$ cat config.mk
export PLATFORM = sky130hd
export DESIGN_NAME = fetch_queue_flat
export DESIGN_NICKNAME = d
export VERILOG_FILES = /design/src/rtl/fetch_queue_if.sv /design/src/rtl/fetch_queue.sv /design/src/flat_wrapper.sv
export SDC_FILE = /design/constraint.sdc
export NUM_CORES = 1
export LEC_CHECK = 0
export ABC_AREA = 1
export ABC_CLOCK_PERIOD_IN_PS = 5160
export BUFFER_PORTS_ARGS = -buffer_cell sky130_fd_sc_hd__clkbuf_2
export CAP_MARGIN = 20
export CORE_AREA = 5 5 186 188
export DETAILED_ROUTE_END_ITERATION = 10
export DIE_AREA = 0 0 191 193
export PLACE_DENSITY = 0.56
export SYNTH_ARGS = -nofsm -noshare
export SYNTH_HDL_FRONTEND = slang
export SYNTH_SLANG_ARGS = --single-unit
$ cat constraint.sdc
create_clock -name clk -period 5.16 [get_ports clk]
set_clock_uncertainty 0.05 [all_clocks]
set_input_delay 0 -clock clk [delete_from_list [all_inputs] [get_ports clk]]
set_output_delay 0 -clock clk [all_outputs]
set_load 0.02 [all_outputs]
$ cat src/rtl/fetch_queue_if.sv
// Fetch-queue port bundle between IF (master side) and the queue (slave side).
// The ID-facing head signals ride in the same bundle so one interface carries the whole handshake.
interface fetch_queue_if #(
    parameter int DEPTH = 4,
    parameter int XLEN  = 32
);
    localparam int CW = $clog2(DEPTH) + 1;

    logic [XLEN-1:0] PC_IF;
    logic [XLEN-1:0] INSTRUCTION_IF;
    logic            flush;
    logic            ID_ready;
    logic            PC_write;
    logic [XLEN-1:0] PC_ID;
    logic [XLEN-1:0] INSTRUCTION_ID;
    logic            valid_ID;
    logic [CW-1:0]   count;

    modport master (
        output PC_IF, INSTRUCTION_IF, flush, ID_ready,
        input  PC_write, PC_ID, INSTRUCTION_ID, valid_ID, count
    );

    modport slave (
        input  PC_IF, INSTRUCTION_IF, flush, ID_ready,
        output PC_write, PC_ID, INSTRUCTION_ID, valid_ID, count
    );
endinterface

$ cat src/rtl/fetch_queue.sv
// IF->ID instruction fetch queue: circular buffer of {PC, instruction}, one-cycle flush.
// Optional same-cycle bypass on an empty queue is enabled with `define FETCH_QUEUE_BYPASS_EN.
module fetch_queue #(
    parameter int DEPTH = 4,
    parameter int XLEN  = 32
) (
    input  logic          clk,
    input  logic          reset,
    fetch_queue_if.slave  fq
);
    localparam int PW = $clog2(DEPTH);
    localparam int CW = PW + 1;
    localparam logic [CW-1:0]   FULL_COUNT = CW'(DEPTH);
    localparam logic [XLEN-1:0] NOP        = XLEN'(32'h0000_0013);

    logic [XLEN-1:0] pc_mem  [DEPTH];
    logic [XLEN-1:0] ins_mem [DEPTH];

    logic [PW-1:0] rd_ptr;
    logic [PW-1:0] wr_ptr;
    logic [CW-1:0] count_q;
    logic [CW-1:0] count_next;

    logic not_full;
    logic not_empty;
    logic push;
    logic wr_en;
    logic pop;
    logic head_valid;
    logic [XLEN-1:0] head_pc;
    logic [XLEN-1:0] head_ins;

    // Handshake: an entry moves from IF into the queue on an edge where PC_write=1 and flush=0;
    // the head moves to ID on an edge where valid_ID=1, ID_ready=1 and flush=0. Flush wins over both.
    assign not_full  = (count_q != FULL_COUNT);
    assign not_empty = (count_q != '0);
    assign push      = not_full && !fq.flush;

`ifdef FETCH_QUEUE_BYPASS_EN
    logic bypass;

    // Bypass is gated by reset so outputs hold their reset values while reset is low.
    assign bypass = reset && !not_empty && push;
    assign wr_en  = push && !(bypass && fq.ID_ready);
`else
    assign wr_en  = push;
`endif

    // Only stored entries are popped; a bypassed entry never enters the pointers.
    assign pop = not_empty && fq.ID_ready && !fq.flush;

    always_comb begin
        count_next = count_q;
        if (fq.flush) begin
            count_next = '0;
        end else begin
            count_next = count_q + CW'(wr_en) - CW'(pop);
        end
    end

    always_ff @(posedge clk or negedge reset) begin
        if (!reset) begin
            rd_ptr  <= '0;
            wr_ptr  <= '0;
            count_q <= '0;
        end else begin
            count_q <= count_next;
            if (fq.flush) begin
                rd_ptr <= '0;
                wr_ptr <= '0;
            end else begin
                if (wr_en) begin
                    wr_ptr <= wr_ptr + PW'(1);
                end
                if (pop) begin
                    rd_ptr <= rd_ptr + PW'(1);
                end
            end
        end
    end

    // Storage contents are don't-care after reset, so the array carries no reset.
    always_ff @(posedge clk) begin
        if (wr_en) begin
            pc_mem[wr_ptr]  <= fq.PC_IF;
            ins_mem[wr_ptr] <= fq.INSTRUCTION_IF;
        end
    end

    always_comb begin
        head_valid = not_empty;
        head_pc    = '0;
        head_ins   = NOP;
        if (not_empty) begin
            head_pc  = pc_mem[rd_ptr];
            head_ins = ins_mem[rd_ptr];
        end
`ifdef FETCH_QUEUE_BYPASS_EN
        if (bypass) begin
            head_valid = 1'b1;
            head_pc    = fq.PC_IF;
            head_ins   = fq.INSTRUCTION_IF;
        end
`endif
    end

    // PC_write is decoded from count_q alone, so IF sees no combinational path from ID or flush.
    assign fq.PC_write       = not_full;
    assign fq.valid_ID       = head_valid;
    assign fq.PC_ID          = head_pc;
    assign fq.INSTRUCTION_ID = head_ins;
    assign fq.count          = count_q;

endmodule

$ cat src/flat_wrapper.sv
// flat-port wrapper written by rule: the top's interface ports become plain ports
module fetch_queue_flat 
#(
    parameter int DEPTH = 4,
    parameter int XLEN  = 32
)
  (clk, reset, fq_PC_IF, fq_INSTRUCTION_IF, fq_flush, fq_ID_ready, fq_PC_write, fq_PC_ID, fq_INSTRUCTION_ID, fq_valid_ID, fq_count);
  fetch_queue_if #(.DEPTH(DEPTH), .XLEN(XLEN)) fq_i ();
  input  logic clk;
  input  logic reset;
  input wire logic [$bits(fq_i.PC_IF)-1:0] fq_PC_IF;
  input wire logic [$bits(fq_i.INSTRUCTION_IF)-1:0] fq_INSTRUCTION_IF;
  input wire logic [$bits(fq_i.flush)-1:0] fq_flush;
  input wire logic [$bits(fq_i.ID_ready)-1:0] fq_ID_ready;
  output wire logic [$bits(fq_i.PC_write)-1:0] fq_PC_write;
  output wire logic [$bits(fq_i.PC_ID)-1:0] fq_PC_ID;
  output wire logic [$bits(fq_i.INSTRUCTION_ID)-1:0] fq_INSTRUCTION_ID;
  output wire logic [$bits(fq_i.valid_ID)-1:0] fq_valid_ID;
  output wire logic [$bits(fq_i.count)-1:0] fq_count;
  assign fq_i.PC_IF = fq_PC_IF;
  assign fq_i.INSTRUCTION_IF = fq_INSTRUCTION_IF;
  assign fq_i.flush = fq_flush;
  assign fq_i.ID_ready = fq_ID_ready;
  assign fq_PC_write = fq_i.PC_write;
  assign fq_PC_ID = fq_i.PC_ID;
  assign fq_INSTRUCTION_ID = fq_i.INSTRUCTION_ID;
  assign fq_valid_ID = fq_i.valid_ID;
  assign fq_count = fq_i.count;
  fetch_queue #(.DEPTH(DEPTH), .XLEN(XLEN)) u_core (.clk(clk), .reset(reset), .fq(fq_i));
endmodule
# After elaboration in Yosys (flattened, before gate mapping)
# Memory sizes are Yosys's and may differ from the RTL's.
# Cells that the tools add are included.
# word_totals
ramBits	256
word_cells	26
mem_bits_ro	0
latchBits	0
register_bits	7
memories	2
# op_classes
add_sub_neg	4
reduce_logical	7
n_shift	0
n_lt_le_gt_ge	0
bitwise_logic	0
mul	0
n_mux	9
div	0
n_eq_ne	1
# mem_list
name	words	word_bits	read_ports	rd_clocked_by_memory_dff	wr	line	text
u_core.ins_mem	4	32	1	0	1	fetch_queue.sv:17	logic [XLEN-1:0] ins_mem [DEPTH];
u_core.pc_mem	4	32	1	0	1	fetch_queue.sv:16	logic [XLEN-1:0] pc_mem [DEPTH];
# op_table
cell	n
two-way mux 32 bit	2
two-way mux 2 bit	4
adder 2 x 1 -> 2 bit (second input constant)	2
nonzero test 2 bit	2
adder 3 x 1 -> 3 bit	1
logical AND 1 bit	3
two-way mux 3 bit	1
!= test 3 bit (second input constant)	1
nonzero test 3 bit	1
subtractor 3 x 1 -> 3 bit	1
two-way mux 1 bit	2
zero test 1 bit	1

# Longest topological paths before layout
# depth
word_depth	5
ltp_mapped	12

# Worst setup path before layout
# No wires, ideal clock.
# synth_path
kind	register to register
from	register u_core.count_q[1] (netlist: u_core.fq.count[1])
to	memory u_core.ins_mem[0][0] (enable)
arrival_ns	3.689
path_slack_ns	0.934
n_path_buf	0
setup_ns	0.487
required_time_ns	4.623
stages_incl_launch_ff	5
path_cell_list	dfrtp_1 -> nor2_1 -> nand2_1 -> nand2_1 -> nor2_1
# synth_via
elab_chain_cells	4
# synth_lines
item	line	text
start: declaration	fetch_queue.sv:21	logic [CW-1:0] count_q;
start signal: assignment	fetch_queue.sv:67	count_q <= count_next;
!= test 3 bit	fetch_queue.sv:35	assign not_full = (count_q != FULL_COUNT);
net fq_PC_write	flat_wrapper.sv:15	output wire logic [$bits(fq_i.PC_write)-1:0] fq_PC_write;
logical AND 1 bit	fetch_queue.sv:37	assign push = not_full && !fq.flush;
two-way mux 1 bit	fetch_queue.sv:84	if (wr_en) begin
two-way mux 1 bit (implied by the code)	fetch_queue.sv:86	ins_mem[wr_ptr] <= fq.INSTRUCTION_IF;
end: declaration	fetch_queue.sv:17	
# The timed path passes the listed nets, and every way through them passes these cells.

# Worst setup path in the final report
# layout_path
from	register u_core.rd_ptr[0]
to	output port fq_PC_ID[0]
# layout_via
elab_chain_cells	2
# layout_lines
item	line	text
start: declaration	fetch_queue.sv:19	logic [PW-1:0] rd_ptr;
start signal: assignment	fetch_queue.sv:76	rd_ptr <= rd_ptr + PW'(1);
memory (4 x 32 bit)	--	
two-way mux 32 bit	fetch_queue.sv:94	if (not_empty) begin
end: declaration	flat_wrapper.sv:16	output wire logic [$bits(fq_i.PC_ID)-1:0] fq_PC_ID;
# Every way passes these cells.

==> summary.md <==
| Metric | Value |
|---|---|
| Worst Tran Pin Value | `1.01 ns` |
| WL final | `25900 µm` |
| Setup tns final | `0 ns` |
| First-pass GRT wire length | `40400 µm` |
| Slowest cell on the critical path | `inv_4` |
| Largest net degree at the start of global routing | `89` |
| Buf/Inv on CP | `3` |
| Grt total ovfl | `0` |
| Leakage | `6.20 nW` |
| Seq pwr share | `39.6%` |
| DP Wirelength | `15300 µm` |
| Clock-pin slew on the worst setup and hold paths | `0.06 ns` |
| Max_cap viols | `0` |
| Largest buffer count on any clock path | `3` |
| Clock power frac | `27.3%` |
| Number of global-route vias before repair | `7398` |
| P_sw | `0.00265 W` |
| Placer Congestion | `0.712` |
| Pint | `0.00463 W` |
| Crit start category | `flop` |
| Post-Syn Area | `0.0113 mm²` |
| Final max-slew violation count | `0` |
| Core Region | `0.0329 mm²` |
| Crit path kind | `reg -> out` |
| P per Cell Area | `522 mW/mm²` |
| Yosys warns | `0` |
| Nets | `1333` |
| Remaining antenna violation count after routing | `0` |
| IO Pins | `137` |
| Sw frac | `36.4%` |
| Most frequent cells in the layout | `nand2_1 (267), inv_1 (263), edfxtp_1 (256)` |
| Sequential fraction of the synthesis area | `69.4%` |
| Routed vias/inst | `4.34` |
| Fraction of layout cells with a size suffix above 1 | `15.2%` |
| Crit share post-route | `61.6%` |
| Critical path data required time | `5.11 ns` |
| Number of placement rows | `67` |
| Synth cell types | `19` |
| Synthesized instance count | `1063` |
| Layout Area Growth over Synthesis | `23.3%` |
| Remaining DRCs | `0` |
| Cell family with most CP delay | `buffers and inverters` |
| Final setup violation count | `0` |
| CTS tree | `done` |
| Die Wd | `191 µm` |
| Maximum vdd ir drop | `0.338 mV` |
| CP peak stage delay | `0.71 ns` |
| CTS buffer count | `28` |
| Initial antenna violation count | `3` |
| Tot Pwr | `0.00728 W` |
| Most common cell after layout, fill and taps aside | `nand2_1` |
| Worst rel slew slack | `33.0%` |
| Logic pwr share | `33.1%` |
| CP Data Arrival Time | `3.13 ns` |
| Mapped Nets | `1138` |
| H-tree Lvls | `1` |
| Avg Cell Area, Syn | `10.7 µm²` |
| Die Area | `0.0369 mm²` |
| Worst-Skew Late Latency | `0.54 ns` |
| Post_cts resized | `0` |
| Average wire per standard cell | `15.0 µm` |
| Hold crit path type | `in -> reg` |
| RSZ-0062 raised after global routing | `no` |
| CTS root buf | `clkbuf_16` |
| Kind of end point of the critical path | `output port` |
| All-layer global routing usage | `13.9%` |
| Detailed Route Iter0 Violations | `491` |
| First-pass DRT Iterations | `5` |
| Critical Path, Cell by Cell | `inv_4 > buf_4 > nand2_1 > nand3_1 > a21oi_1 > clkbuf_2` |
| Vias | `7502` |
| Status | `complete, no violations` |
| Hold Vio Cnt, Final | `0` |
| Clock Sinks | `263` |
| Starting density of the core | `34.4%` |
| Vert. Die Dim | `193 µm` |
| Minimum clock period | `3.18 ns` |
| Fmax | `315 MHz` |
| Critical path peak fanout | `81` |
| Port Buffer Count | `136` |
| Post-synthesis register bit count | `263` |
-- per-layer routing --
| metal | GRT usage, % | share of wire (%) |
|---|---|---|
| met1 | 17.7 | 42 |
| met2 | 25.1 | 51 |
| met3 | 2.14 | 4.6 |
| met4 | 3.12 | 1.8 |
| met5 | 0 | 0.081 |
-- final cells by class --
type	count	area, µm²
Inverter	266	1000
Clock inverter	13	175
Clock buffer	37	734
Timing Repair Buffer	214	1440
Multi-Input combinational cell	485	2180
Antenna cell	1	2.50
Sequential cell	263	7870
Tap cell	448	561
Fill cell	3161	19000
-- state kept, by name, indices dropped and copies added, names as in the netlist --
signal	count
u_core.ins_mem	128
u_core.pc_mem	128
u_core.fq.count	3
u_core.rd_ptr	2
u_core.wr_ptr	2
-- power groups by stage --
| stage | clock [W] | combinational (W) | sequential [W] |
|---|---|---|---|
| 2_1_floorplan | 0 | 0.00168 | 0.00290 |
| 4_1_cts | 0.00204 | 0.00250 | 0.00289 |
| 6_report | 0.00199 | 0.00241 | 0.00288 |
| 5_1_grt | 0.00212 | 0.00270 | 0.00292 |
| 3_5_place_dp | 0 | 0.00244 | 0.00293 |
| 3_3_place_gp | 0 | 0.00243 | 0.00292 |
-- logic make-up (layout without fill, tap and decap cells) --
logic type | Yosys count | after routing | synth area share (%)
adder cells (fa/ha/maj) | 7 | 7 | 0.840
other | 0 | 1 | 0
flip-flops | 263 | 263 | 69.4
AO/OA/AOI/OAI | 69 | 69 | 3.12
buffers and inverters | 315 | 530 | 11.5
AND/OR/NAND/NOR | 409 | 409 | 15.1
-- repair_timing --
action,CTS,global route
hold buffers,68,0
setup buffers,0,0
endpoints found under the hold margin,270,0
-- cell usage after synthesis (all sizes together) --
cell | instances | area share, %
o21ai | 4 | 0.18
dfrtp | 7 | 1.5
buf | 44 | 2.6
or2 | 1 | 0.055
o211ai | 3 | 0.20
a21oi | 62 | 2.7
nor2 | 10 | 0.33
nand2 | 268 | 8.9
nand3 | 128 | 5.7
ha | 6 | 0.66
fa | 1 | 0.18
clkbuf | 5 | 0.17
inv | 266 | 8.8
nand4 | 2 | 0.11
edfxtp | 256 | 68
-- worst register-to-register path, stage by stage (launching register included) --
cell	delay [ns]
dfrtp_1	0.43
nor2_1	0.10
nand2_1	0.12
nand2_1	0.27
nor2_4	0.47
buf_4	0.72
-- per-stage QoR --
step / setup slack, ns / std cells / hold slack, ns / cell area, µm² / util, %
3_5_place_dp: 2.49 / 1608 / -0.191 / 12400 / 37.5
3_3_place_gp: 2.53 / 1608 / -0.192 / 12400 / 37.5
5_1_grt: 1.77 / 1727 / 0.175 / 14000 / 42.4
2_1_floorplan: 0.934 / 1063 / -0.346 / 11300 / -
6_report: 1.98 / 1727 / 0.179 / 14000 / 42.4
4_1_cts: 1.89 / 1726 / 0.145 / 14000 / 42.4
-- path summary, 6_finish.rpt --
check	from	endpoint	slack [ns]	cells past startpoint
hold reg to reg	u_core.wr_ptr[1]$_DFFE_PN0P_	u_core.wr_ptr[1]$_DFFE_PN0P_	0.51	2
setup reg to reg	u_core.fq.count[1]$_DFF_PN0_	u_core.pc_mem[2][24]$_DFFE_PP_	2.57	5
setup / recovery	u_core.rd_ptr[0]$_DFFE_PN0P_	fq_PC_ID[0]	1.98	6
hold / removal	fq_INSTRUCTION_IF[0]	u_core.ins_mem[3][0]$_DFFE_PP_	0.18	2
max in group asynchronous	reset	u_core.rd_ptr[0]$_DFFE_PN0P_	4.39	3
min in group asynchronous	reset	u_core.fq.count[1]$_DFF_PN0_	0.38	3
No activity file was read; power rests on OpenSTA's default activity.
